--- src/rtl/bram_arbiter.sv ---
// Two-port arbiter in front of a single-port BRAM with registered read data.
// Default round-robin; define BRAM_ARB_FIXED_PRIO_EN for fixed priority with anti-starvation.
module bram_arbiter #(
    parameter int ADDR_WIDTH = 12,
    parameter int DATA_WIDTH = 32
) (
    input  logic                  i_clk,
    input  logic                  i_rst,
    input  logic                  i_req0,
    input  logic                  i_req1,
    input  logic                  i_we0,
    input  logic                  i_we1,
    input  logic [ADDR_WIDTH-1:0] i_addr0,
    input  logic [ADDR_WIDTH-1:0] i_addr1,
    input  logic [DATA_WIDTH-1:0] i_wdata0,
    input  logic [DATA_WIDTH-1:0] i_wdata1,
    input  logic [2:0]            i_subaddr0,
    input  logic [2:0]            i_subaddr1,
    output logic                  o_ack0,
    output logic                  o_ack1,
    output logic                  o_rvalid0,
    output logic                  o_rvalid1,
    output logic [DATA_WIDTH-1:0] o_rdata0,
    output logic [DATA_WIDTH-1:0] o_rdata1,
    output logic [ADDR_WIDTH-1:0] o_mem_addr,
    output logic [DATA_WIDTH-1:0] o_mem_wdata,
    output logic                  o_mem_we,
    output logic [2:0]            o_mem_wr_subaddr,
    input  logic [DATA_WIDTH-1:0] i_mem_rdata
);

    logic                  grant0, grant1;
    logic [3:0]            wait_cnt0, wait_cnt1;
    logic                  rd_pend0, rd_pend1;
    logic [DATA_WIDTH-1:0] rdata_q0, rdata_q1;
    logic [ADDR_WIDTH-1:0] addr_q;
    logic                  unused_wait;

    assign unused_wait = ^{wait_cnt0, wait_cnt1};

`ifndef BRAM_ARB_FIXED_PRIO_EN
    logic last_grant;

    always_ff @(posedge i_clk or posedge i_rst) begin
        if (i_rst) begin
            last_grant <= 1'b1;
        end else if (grant0 || grant1) begin
            last_grant <= grant1;
        end
    end
`endif

    always_comb begin
        grant0 = 1'b0;
        grant1 = 1'b0;
        if (!i_rst) begin
            if (i_req0 && i_req1) begin
`ifdef BRAM_ARB_FIXED_PRIO_EN
                // a starved port 1 takes one turn, then its counter clears
                if (wait_cnt1 == 4'd15) grant1 = 1'b1;
                else                    grant0 = 1'b1;
`else
                if (last_grant) grant0 = 1'b1;
                else            grant1 = 1'b1;
`endif
            end else begin
                grant0 = i_req0;
                grant1 = i_req1;
            end
        end
    end

    assign o_ack0           = grant0;
    assign o_ack1           = grant1;
    assign o_mem_we         = (grant0 & i_we0) | (grant1 & i_we1);
    assign o_mem_addr       = grant1 ? i_addr1 : (grant0 ? i_addr0 : addr_q);
    assign o_mem_wdata      = grant1 ? i_wdata1 : i_wdata0;
    assign o_mem_wr_subaddr = grant1 ? i_subaddr1 : i_subaddr0;

    // RAM data arrives the cycle after the address; hold it once captured
    assign o_rvalid0 = rd_pend0;
    assign o_rvalid1 = rd_pend1;
    assign o_rdata0  = rd_pend0 ? i_mem_rdata : rdata_q0;
    assign o_rdata1  = rd_pend1 ? i_mem_rdata : rdata_q1;

    always_ff @(posedge i_clk or posedge i_rst) begin
        if (i_rst) begin
            addr_q   <= '0;
            rd_pend0 <= 1'b0;
            rd_pend1 <= 1'b0;
            rdata_q0 <= '0;
            rdata_q1 <= '0;
        end else begin
            if (grant0 || grant1) addr_q <= o_mem_addr;
            rd_pend0 <= grant0 & ~i_we0;
            rd_pend1 <= grant1 & ~i_we1;
            if (rd_pend0) rdata_q0 <= i_mem_rdata;
            if (rd_pend1) rdata_q1 <= i_mem_rdata;
        end
    end

    always_ff @(posedge i_clk or posedge i_rst) begin
        if (i_rst) begin
            wait_cnt0 <= 4'd0;
            wait_cnt1 <= 4'd0;
        end else begin
            if (grant0)                           wait_cnt0 <= 4'd0;
            else if (i_req0 && wait_cnt0 != 4'hf) wait_cnt0 <= wait_cnt0 + 4'd1;
            if (grant1)                           wait_cnt1 <= 4'd0;
            else if (i_req1 && wait_cnt1 != 4'hf) wait_cnt1 <= wait_cnt1 + 4'd1;
        end
    end

endmodule

--- config.mk ---
export PLATFORM = sky130hd
export DESIGN_NAME = bram_arbiter
export DESIGN_NICKNAME = d
export VERILOG_FILES = /design/src/rtl/bram_arbiter.sv
export SDC_FILE = /design/constraint.sdc
export NUM_CORES = 1
export LEC_CHECK = 0
export ABC_AREA = 1
export ABC_CLOCK_PERIOD_IN_PS = 3800
export CAP_MARGIN = 20
export CORE_MARGIN = 3
export CORE_UTILIZATION = 32
export CTS_CLUSTER_DIAMETER = 60
export DETAILED_ROUTE_END_ITERATION = 12
export PLACE_DENSITY_LB_ADDON = 0.12
export SLEW_MARGIN = 10
export SYNTH_ARGS = -nofsm -noshare
export SYNTH_HDL_FRONTEND = slang
export SYNTH_SLANG_ARGS = --single-unit
--- constraint.sdc ---
create_clock -name i_clk -period 3.8 [get_ports i_clk]
set_input_delay 1.14 -clock i_clk [delete_from_list [all_inputs] [get_ports i_clk]]
set_output_delay 1.14 -clock i_clk [all_outputs]
set_load 0.005 [all_outputs]
# Word level (Yosys, flattened, before mapping)
# Cells that the tools add are included.
# Widths: inputs -> output; s select.
[word_totals] register_bits=79 input_bits=132 output_inout_bits=116 wordCells=27
[classes] mux=12 bitwise_logic=7 reduce_logical=2
[op_table] cell="$mux 32" count=3
[op_table] cell="$mux 12" count=2
[op_table] cell="$mux 1" count=6
[op_table] cell="$and 1x1->1" count=4
[op_table] cell="$mux 3" count=1
[op_table] cell="$not 1->1" count=2
[op_table] cell="$logic_and 1x1->1" count=1
[op_table] cell="$logic_or 1x1->1" count=1
[op_table] cell="$or 1x1->1" count=1

# Depth between registers and ports, before layout
# Gate-level depths: netlist of the first run.
[depth] ltp_word=5 depth_mapped=6 depth_no_buf=5

# Worst setup path after synthesis of the first run
# No wires, ideal clock.
[synth_path] kind="input-to-output" from="input port i_rst" to="output port o_mem_addr[10]" t_arrival_ns=2.718 required_time_ns=2.660 path_slack_ns=-0.058 cell_stages=4 path_buffers=1 path_cell_list="inv_2 > buf_2 > nand4_1 > nand3_1"
[synth_via] elab_chain_cells=3 word_cells_on_any_way=4 cone_classes="4 x mux"
[synth_lines] item="start: declaration" line="8" source="input logic i_rst,"
[synth_lines] item="$mux 1" line="56" source="if (!i_rst) begin"
[synth_lines] item="$mux 12" line="76" source="assign o_mem_addr = grant1 ? i_addr1 : (grant0 ? i_addr0 : addr_q);"
[synth_lines] item="$mux 12 *" line="76"
[synth_lines] item="end: declaration" line="25" source="output logic [ADDR_WIDTH-1:0] o_mem_addr,"
# Every way passes the cells marked *; elsewhere a longest branch is shown, timed or not.

# Worst setup path after layout of the first run
[layout_path] from="input port i_req1" to="output port o_mem_addr[2]"
[layout_via] elab_chain_cells=5 word_cells_on_any_way=7 cone_classes="6 x mux; 1 x reduce/logical"
[layout_lines] item="start: declaration" line="10" source="input logic i_req1,"
[layout_lines] item="$logic_and 1x1->1" line="57" source="if (i_req0 && i_req1) begin"
[layout_lines] item="$mux 1" line="57"
[layout_lines] item="$mux 1" line="56"
[layout_lines] item="$mux 12" line="76"
[layout_lines] item="$mux 12 *" line="76"
# Marked as above.

==> results of run 1 <==
## final cells by class
class                      count  area (um^2)
clock buffer                  10        229.0
clock inverter                 6        93.84
fill                         926         3970
inverter                       5        22.52
multi-input combinational    243         1509
sequential                    79         1978
tap                          140        175.2
timing repair buffer         298         3005
## per-layer routing
metal / vias to the layer above / GRT usage, %
met4: 0 / 10.50
met1: 1732 / 22.09
met3: 32 / 6.954
li1: 1744 / -
met2: 163 / 37.86
met5: - / 0
## cells in the final DEF, fill, tap and decap left out, drive strengths merged
| cell type | instances |
|---|---|
| dlymetal6s2s | 9 |
| buf | 48 |
| dlygate4sd2 | 15 |
| clkinv | 3 |
| clkbuf | 10 |
| nand2 | 113 |
| clkinvlp | 1 |
| bufbuf | 3 |
| dfrtp | 78 |
| dfstp | 1 |
| mux2 | 64 |
| bufinv | 2 |
| inv | 5 |
| nor2 | 3 |
| nand3 | 51 |
| nand4 | 12 |
| clkdlybuf4s50 | 223 |
## power groups by stage
stage / logic, mW / registers (mW) / clock network, mW
6_report: 1.04 / 1.07 / 0.912
5_1_grt: 1.11 / 1.09 / 0.980
4_1_cts: 1.06 / 1.07 / 0.938
3_5_place_dp: 1.04 / 1.09 / 0
3_3_place_gp: 1.03 / 1.07 / 0
2_1_floorplan: 0.351 / 1.06 / 0
## repair_timing
| action | in CTS | in global routing |
|---|---|---|
| cloned | 4 | 0 |
| gates resized for setup | 22 | 9 |
| endpoints found under the setup margin | 49 | 10 |
| buffers inserted | 3 | 1 |
| hold buffers | 0 | 0 |
## per-stage QoR
stage,hold WS [ns],setup slack (ns)
2_1_floorplan,0.4678,0.4275
3_3_place_gp,0.4689,-0.1076
3_5_place_dp,0.4755,-0.1221
4_1_cts,0.4867,0.02577
5_1_grt,0.5005,0.01230
6_report,0.4843,0.08630
## critical path, stage by stage
cell                              delay (ns)
sky130_fd_sc_hd__dlygate4sd2_1          0.29
sky130_fd_sc_hd__buf_4                  0.17
sky130_fd_sc_hd__nand2_1                0.10
sky130_fd_sc_hd__buf_4                  0.15
sky130_fd_sc_hd__nand3_1                0.10
sky130_fd_sc_hd__nand3_1                0.11
sky130_fd_sc_hd__clkdlybuf4s50_1        0.51
## kinds of logic (layout without fill, tap and decap cells)
kind of cell,Yosys count,in the layout,synth area share [%]
AND/OR/NAND/NOR,179,179,21.31
multiplexers,64,64,19.86
flip-flops,79,79,54.52
buffers and inverters,27,319,4.311
## worst paths after layout
kind,cells past startpoint,end,start,slack (ns)
setup / recovery,7,o_mem_addr[2],i_req1,0.09
hold / removal,1,rdata_q0[0],rdata_q0[0],0.48
setup reg to reg,2,rdata_q1[20],o_rvalid1,2.30
hold reg to reg,1,rdata_q0[0],rdata_q0[0],0.48
max in group asynchronous,4,rdata_q0[14],i_rst,2.15
min in group asynchronous,3,addr_q[6],i_rst,1.03
## registers in the layout, summed over array words and instances (netlist names)
signal and count:
rdata_q1 32, o_rvalid0 1, o_rvalid1 1, last_grant 1
addr_q 12, rdata_q0 32
==> reports/qor.txt, run 1 <==
Weighted congestion at the end of routability-driven global placement -> 1.001
# port buffers -> 247
Avg Vias per Cell -> 4.700
Leading post-synthesis cells by instance count -> sky130_fd_sc_hd__nand2_1, sky130_fd_sc_hd__dfrtp_1, sky130_fd_sc_hd__mux2_2, sky130_fd_sc_hd__nand3_1
Cells after Synth -> 349
H-tree Lvls -> 3
Number of sinks driven by the clock tree -> 79
Post-synthesis async set-or-reset flop share -> 100.0%
Most frequent cell after synthesis -> sky130_fd_sc_hd__nand2_1
Final routed DRC violation total -> 0
Vias post-DR -> 3671
Total instance count after detailed placement -> 757
Metal3 WL -> 1043 um
Area of all placed cells without fillers -> 7013 um^2
Count of antenna-violating nets left after detailed routing -> 0
Dominant register cell in the synthesized netlist -> sky130_fd_sc_hd__dfrtp_1
Number of buffers inserted during clock tree synthesis -> 9
Final Hold Vio Count -> 0
Netlist area before placement -> 3628 um^2
Peak fanout along the critical path -> 6
Post-synthesis sequential element count -> 79
Kind of end point of the critical path -> output port
DP Area -> 6525 um^2
Post-synthesis net count -> 481
Internal portion of total power -> 2.276 mW
Type of the most critical hold path -> reg2reg
Post-synth cell types -> 15
Library cell occupying the most area in the post-synthesis netlist -> sky130_fd_sc_hd__dfrtp_1
Critical Path RT -> 2.66 ns
Antenna diode count -> 0
Clock power share -> 30.2%
Area growth, synth to finish -> 93.28%
Skew-Pair Late Insertion Delay -> 0.33 ns
Cells taking the most area after synthesis -> sky130_fd_sc_hd__dfrtp_1, sky130_fd_sc_hd__mux2_2, sky130_fd_sc_hd__nand2_1
Combinational group share of total power -> 34.4%
Total congestion overflow after global routing -> 0
Count of flip-flops with a built-in enable after synthesis -> 0
Share of final-layout standard cells stronger than drive strength 1 -> 20.59%
DR top layer -> met4
Initial Util -> 33.04%
Unrepaired setup endpoints after global routing -> false
Top-level port count -> 248
Part of the cycle the worst path needs -> 97.73%
Post-layout instance count excluding filler cells -> 781
Final max-slew violation count -> 0
Area fraction of the dominant cell type after synthesis -> 53.79%
Number of placement rows -> 38
Achievable Freq -> 0.2693 GHz
Number of global-route vias before repair -> 4076
Share of the core filled with cells in the final layout -> 63.85%
Pin count of the biggest net entering global routing -> 36
Global-route wire length before repair -> 20790 um
Total Wirelength -> 13510 um
Count of nets after finishing -> 768
Seq/Total Area, Yosys -> 54.52%
Data arrival time of the critical path -> 2.57 ns
Sw Ratio -> 24.60%
Maxcap violations -> 0
Core region area -> 10980 um^2
Time the worst path needs with I/O delays and setup -> 3.714 ns
Post-Syn Area per Cell -> 10.40 um^2
Crit Path Category -> in2out
CTS tree -> yes
Per-cell routed wire length -> 17.30 um
Met1 routed wirelength after detailed routing -> 4916 um
Root Driver -> sky130_fd_sc_hd__clkbuf_16
Die ar. -> 12650 um^2
Largest buffer count on any clock path -> 2
Max Clock Skew -> 0.004091 ns
Die X-Extent -> 112.5 um
Count of warnings emitted by yosys -> 0
Worst relative slew slack -> 59.42%
Leakage power total -> 3.245 nW
Final setup TNS -> 0 ns
Floorplan die height -> 112.5 um
Setup-violating endpoint count in the final report -> 0
Actual transition at the worst max-transition pin -> 0.6087 ns
DRC violation total after the first TritonRoute iteration -> 113
Power consumption -> 3.019 mW
NetSw -> 0.7426 mW
Detailed-router iteration count before antenna repair -> 4
Outcome -> finished, final reports clean
Reg clk slew, reported paths -> 0.06 ns
Detail Route met2 WL -> 6957 um
GRT Overall Usage -> 21.12%
Power density over cell area -> 430.5 nW/um^2
Seq pwr share -> 35.4%
Detailed placer's ending HPWL -> 10720 um
Maximum VDD drop -> 0.2685 mV
Antenna violations before repair -> 0
Critical Path Start Type -> input port
No activity file was read; power rests on OpenSTA's default activity.
==> run 2, diff against run 1 <==
--- a/config.mk
+++ b/config.mk
@@ -6,10 +6,10 @@
 export NUM_CORES = 1
 export LEC_CHECK = 0
 export ABC_AREA = 1
-export ABC_CLOCK_PERIOD_IN_PS = 3800
+export ABC_CLOCK_PERIOD_IN_PS = 4700
 export CAP_MARGIN = 20
 export CORE_MARGIN = 3
-export CORE_UTILIZATION = 32
+export CORE_UTILIZATION = 35
 export CTS_CLUSTER_DIAMETER = 60
 export DETAILED_ROUTE_END_ITERATION = 12
 export PLACE_DENSITY_LB_ADDON = 0.12
==> constraint.sdc (replaced) <==
create_clock -name i_clk -period 4.7 [get_ports i_clk]
set_input_delay 1.41 -clock i_clk [delete_from_list [all_inputs] [get_ports i_clk]]
set_output_delay 1.41 -clock i_clk [all_outputs]
set_load 0.005 [all_outputs]
==> reports/qor.txt, run 2 (synthesis gave the netlist of run 1 again) <==
Actual transition at the worst max-transition pin -> 0.7101 ns
Largest buffer count on any clock path -> 2
Number of sinks driven by the clock tree -> 79
Power density over cell area -> 340.1 nW/um^2
Antenna violations before repair -> 0
Part of the cycle the worst path needs -> 97.22%
Final setup TNS -> 0 ns
Type of the most critical hold path -> reg2reg
Largest registers -> rdata_q0 (32), rdata_q1 (32), addr_q (12)
Area of all placed cells without fillers -> 6558 um^2
Floorplan die height -> 107.8 um
Detailed-router iteration count before antenna repair -> 4
Setup-violating endpoint count in the final report -> 0
Final Hold Vio Count -> 0
Skew-Pair Late Insertion Delay -> 0.34 ns
Count of antenna-violating nets left after detailed routing -> 0
Number of buffers inserted during clock tree synthesis -> 9
Power consumption -> 2.230 mW
Maximum VDD drop -> 0.1466 mV
Initial Util -> 36.62%
Final max-slew violation count -> 0
Critical Path RT -> 3.29 ns
Most frequent standard cell in the layout excluding fill and tap cells -> sky130_fd_sc_hd__clkdlybuf4s50_1
Post-CTS Repair Setup Buffers -> 0
DRC violation total after the first TritonRoute iteration -> 154
Vias post-DR -> 3608
Die ar. -> 11630 um^2
Achievable Freq -> 0.2188 GHz
Crit Path Category -> in2out
Core region area -> 9910 um^2
Pin count of the biggest net entering global routing -> 35
Area growth, synth to finish -> 80.72%
Most used cells in the layout excluding fill and tap cells -> sky130_fd_sc_hd__clkdlybuf4s50_1, sky130_fd_sc_hd__nand2_1, sky130_fd_sc_hd__dfrtp_1, sky130_fd_sc_hd__mux2_2, sky130_fd_sc_hd__nand3_1
Number of global-route vias before repair -> 3866
Peak fanout along the critical path -> 13
Unrepaired setup endpoints after global routing -> false
Post-layout instance count excluding filler cells -> 741
Antenna diode count -> 0
Data arrival time of the critical path -> 3.16 ns
Global-route wire length before repair -> 19460 um
Outcome -> finished, final reports clean
H-tree Lvls -> 3
Final worst hold slack -> 0.4888 ns
CTS tree -> yes
Final routed DRC violation total -> 0
Number of placement rows -> 36
Leakage power total -> 2.882 nW
Root Driver -> sky130_fd_sc_hd__clkbuf_8
Cts-stage hold buffer count -> 0
Top-level port count -> 248
Weighted congestion at the end of routability-driven global placement -> 0.8742
Critical Path Start Type -> input port
Detailed placer's ending HPWL -> 10230 um
Maxcap violations -> 0
Count of nets after finishing -> 735
Die X-Extent -> 107.8 um
# port buffers -> 247
DP Area -> 6329 um^2
Total congestion overflow after global routing -> 0
Share of final-layout standard cells stronger than drive strength 1 -> 16.12%
Total instance count after detailed placement -> 725
Reg clk slew, reported paths -> 0.08 ns
GRT Overall Usage -> 21.84%
Total Wirelength -> 12750 um
Kind of end point of the critical path -> output port
Time the worst path needs with I/O delays and setup -> 4.569 ns
Worst relative slew slack -> 52.66%
Max Clock Skew -> 0.007381 ns
Avg Vias per Cell -> 4.869
Number of filler cells placed in the layout -> 840
Per-cell routed wire length -> 17.20 um
-- run 2: final cells by class --
cell class	instances	area (um^2)	area share, %
multi-input combinational	243	1501	22.90
clock inverter	6	93.84	1.431
timing repair buffer	265	2670	40.72
tap	133	166.4	2.538
clock buffer	10	127.6	1.946
sequential	79	1978	30.17
inverter	5	20.02	0.3053
-- run 2: worst max-delay path: stages --
cell and delay (ns):
sky130_fd_sc_hd__clkdlybuf4s50_1 0.53, sky130_fd_sc_hd__clkinv_2 0.15, sky130_fd_sc_hd__nand2_1 0.09, sky130_fd_sc_hd__buf_4 0.19, sky130_fd_sc_hd__nand3_1 0.14, sky130_fd_sc_hd__nand3_1 0.14, sky130_fd_sc_hd__clkdlybuf4s50_1 0.52
-- run 2: routing by layer --
metal / GRT usage (%) / vias to the layer above / part of all wire [%]
li1: - / 1681 / -
met1: 22.76 / 1730 / 36
met2: 39.83 / 170 / 53
met3: 7.738 / 27 / 8.0
met4: 8.476 / 0 / 3.0
met5: 0 / - / 0
-- run 2: path summary, 6_finish.rpt --
| check | startpoint | to | slack, ns | cells after the start |
|---|---|---|---|---|
| max | i_rst | o_mem_addr[0] | 0.13 | 7 |
| min | rdata_q0[5] | rdata_q0[5] | 0.49 | 1 |
| max reg2reg | o_rvalid1 | rdata_q1[23] | 3.15 | 2 |
| min reg2reg | rdata_q0[5] | rdata_q0[5] | 0.49 | 1 |
| max in group asynchronous | i_rst | last_grant | 2.35 | 4 |
| min in group asynchronous | i_rst | addr_q[2] | 1.58 | 3 |
-- run 2: where the power goes --
group | internal (mW) | total (mW) | switching, mW | leakage, nW
Sequential | 0.824 | 0.863 | 0.0388 | 0.948
Combinational | 0.530 | 0.816 | 0.286 | 1.83
Clock | 0.303 | 0.551 | 0.248 | 0.107
-- run 2: repair_timing --
action | 4_1_cts | 5_1_grt
gates resized for setup | 0 | 1
endpoints found under the hold margin | 0 | 0
setup endpoints to repair | 0 | 1
-- run 2: through the flow --
stage               setup slack, ns  utilization, %
detailed placement           0.1127           63.86
finish                       0.1306           66.17
global route                0.01695           66.17
floorplan                    0.3018               -
global placement             0.1437           63.86
CTS                          0.1096           66.10
==> run 3, diff against run 2 <==
--- a/config.mk
+++ b/config.mk
@@ -6,13 +6,14 @@
 export NUM_CORES = 1
 export LEC_CHECK = 0
 export ABC_AREA = 1
-export ABC_CLOCK_PERIOD_IN_PS = 4700
+export ABC_CLOCK_PERIOD_IN_PS = 4090
 export CAP_MARGIN = 20
+export CORE_ASPECT_RATIO = 2
 export CORE_MARGIN = 3
-export CORE_UTILIZATION = 35
+export CORE_UTILIZATION = 32
 export CTS_CLUSTER_DIAMETER = 60
 export DETAILED_ROUTE_END_ITERATION = 12
-export PLACE_DENSITY_LB_ADDON = 0.12
+export PLACE_DENSITY = 0.77
 export SLEW_MARGIN = 10
 export SYNTH_ARGS = -nofsm -noshare
 export SYNTH_HDL_FRONTEND = slang
==> constraint.sdc (replaced) <==
create_clock -name i_clk -period 4.09 [get_ports i_clk]
set_input_delay 1.227 -clock i_clk [delete_from_list [all_inputs] [get_ports i_clk]]
set_output_delay 1.227 -clock i_clk [all_outputs]
set_load 0.005 [all_outputs]
==> reports/qor.txt, run 3 (synthesis gave the netlist of run 1 again) <==
Share of the core filled with cells in the final layout -> 61.30%
Die X-Extent -> 81.30 um
Number of filler cells placed in the layout -> 922
Area of all sequential standard cells -> 1978 um^2
Clock power share -> 30.2%
Actual transition at the worst max-transition pin -> 0.7847 ns
Antenna diode count -> 0
Floorplan die height -> 156.6 um
Sw Ratio -> 25.74%
Maximum VDD drop -> 0.2386 mV
Worst setup slack for register-to-register paths -> 2.77 ns
Final max-slew violation count -> 0
Setup-violating endpoint count in the final report -> 0
Maxcap violations -> 0
Count of antenna-violating nets left after detailed routing -> 0
Achievable Freq -> 0.2530 GHz
Unrepaired setup endpoints after global routing -> false
Outcome -> finished, final reports clean
Internal portion of total power -> 2.057 mW
Area of all placed cells without fillers -> 6751 um^2
Worst relative slew slack -> 47.69%
Die ar. -> 12730 um^2
Most used cells in the layout excluding fill and tap cells -> sky130_fd_sc_hd__clkdlybuf4s50_1, sky130_fd_sc_hd__nand2_1, sky130_fd_sc_hd__dfrtp_1, sky130_fd_sc_hd__mux2_2, sky130_fd_sc_hd__nand3_1
H-tree Lvls -> 3
Per-cell routed wire length -> 16.99 um
Kind of end point of the critical path -> output port
Weighted congestion at the end of routability-driven global placement -> 0.8528
Critical Path Start Type -> input port
Reg clk slew, reported paths -> 0.07 ns
Count of nets after finishing -> 754
Final Hold Vio Count -> 0
Total Wirelength -> 13040 um
Leakage power total -> 3.022 nW
# port buffers -> 247
Core region area -> 11010 um^2
Combinational group share of total power -> 34.0%
Number of placement rows -> 54
Number of sinks driven by the clock tree -> 79
Pin count of the biggest net entering global routing -> 65
Power density over cell area -> 410.3 nW/um^2
Initial Util -> 32.95%
Data arrival time of the critical path -> 2.73 ns
Top-level port count -> 248
Peak fanout along the critical path -> 12
NetSw -> 0.7131 mW
Number of buffers inserted during clock tree synthesis -> 9
Crit Path Category -> in2out
Detailed-router iteration count before antenna repair -> 4
Power consumption -> 2.770 mW
Avg Vias per Cell -> 4.875
Vias post-DR -> 3739
Antenna violations before repair -> 0
Seq pwr share -> 35.9%
Global-route wire length before repair -> 19800 um
Detailed placer's ending HPWL -> 10740 um
Time the worst path needs with I/O delays and setup -> 3.953 ns
Skew-Pair Late Insertion Delay -> 0.33 ns
Critical Path RT -> 2.86 ns
DP Worst Slack -> -0.1026 ns
Smallest setup slack after layout -> 0.1367 ns
Final worst hold slack -> 0.4879 ns
Root Driver -> sky130_fd_sc_hd__clkbuf_16
Total area of multi-input combinational cells -> 1499 um^2
Cts-stage hold buffer count -> 0
Area growth, synth to finish -> 86.07%
GRT Overall Usage -> 20.94%
DRC violation total after the first TritonRoute iteration -> 61
Share of final-layout standard cells stronger than drive strength 1 -> 18.82%
Part of the cycle the worst path needs -> 96.66%
Final routed DRC violation total -> 0
Number of global-route vias before repair -> 4115
Type of the most critical hold path -> reg2reg
DP Area -> 6422 um^2
Max Clock Skew -> 0.007087 ns
CTS tree -> yes
Largest buffer count on any clock path -> 2
Largest registers -> rdata_q0 (32), rdata_q1 (32), addr_q (12)
Total congestion overflow after global routing -> 0
Most frequent standard cell in the layout excluding fill and tap cells -> sky130_fd_sc_hd__clkdlybuf4s50_1
## run 3: changes by cell type in the layout (fill, tap and decap cells not counted), sizes merged
cell	previous run	this run
clkinv	3	1
dlygate4sd2	0	10
bufinv	2	1
buf	18	37
inv	5	8
clkdlybuf4s50	247	237
## run 3: worst paths after layout
kind	from	to	cells after the start
max reg2reg	last_grant	addr_q[4]	6
min reg2reg	rdata_q0[0]	rdata_q0[0]	1
min in group asynchronous	i_rst	o_rvalid0	5
min	rdata_q0[0]	rdata_q0[0]	1
max in group asynchronous	i_rst	rdata_q1[5]	5
max	i_req0	o_mem_wdata[11]	8
## run 3: layout make-up
class	instances	area share, %
Multi-Input combinational cell	243	22.20
Timing Repair Buffer	284	40.96
Sequential cell	79	29.30
Clock buffer	10	3.540
Tap cell	140	2.595
Clock inverter	6	1.112
Inverter	5	0.2965
## run 3: critical path, stage by stage
cell and delay [ns]:
sky130_fd_sc_hd__dlygate4sd2_1 0.27, sky130_fd_sc_hd__nand2_1 0.10, sky130_fd_sc_hd__nand3_2 0.12, sky130_fd_sc_hd__inv_2 0.13, sky130_fd_sc_hd__buf_4 0.18, sky130_fd_sc_hd__nand2_1 0.07, sky130_fd_sc_hd__nand2_1 0.11, sky130_fd_sc_hd__clkdlybuf4s50_1 0.52
## run 3: metal layers
layer / vias up / part of all wire, % / global-route usage, %
li1: 1722 / - / -
met1: 1748 / 31 / 18.67
met2: 223 / 54 / 37.98
met3: 46 / 9.4 / 7.143
met4: 0 / 5.5 / 13.94
met5: - / 0 / 0
## run 3: power by group through the flow
stage                     clock (mW)  sequential (mW)  combinational, mW
after floorplan                    0            0.989              0.326
after global placement             0            0.999              0.940
after detailed placement           0             1.01              0.962
after CTS                      0.858            0.996              0.960
after global routing           0.894             1.01               1.02
final                          0.835            0.993              0.942
## run 3: metrics by stage
| step | instances | TNS, ns |
|---|---|---|
| after floorplan | 349 | 0 |
| after global placement | 750 | -1.202 |
| after detailed placement | 750 | -1.583 |
| after CTS | 767 | 0 |
| after global routing | 767 | 0 |
| final | 767 | 0 |
## run 3: what timing repair did
item                       4_1_cts  5_1_grt
resized for setup               15        0
setup buffers                    0        0
setup endpoints to repair       41        0
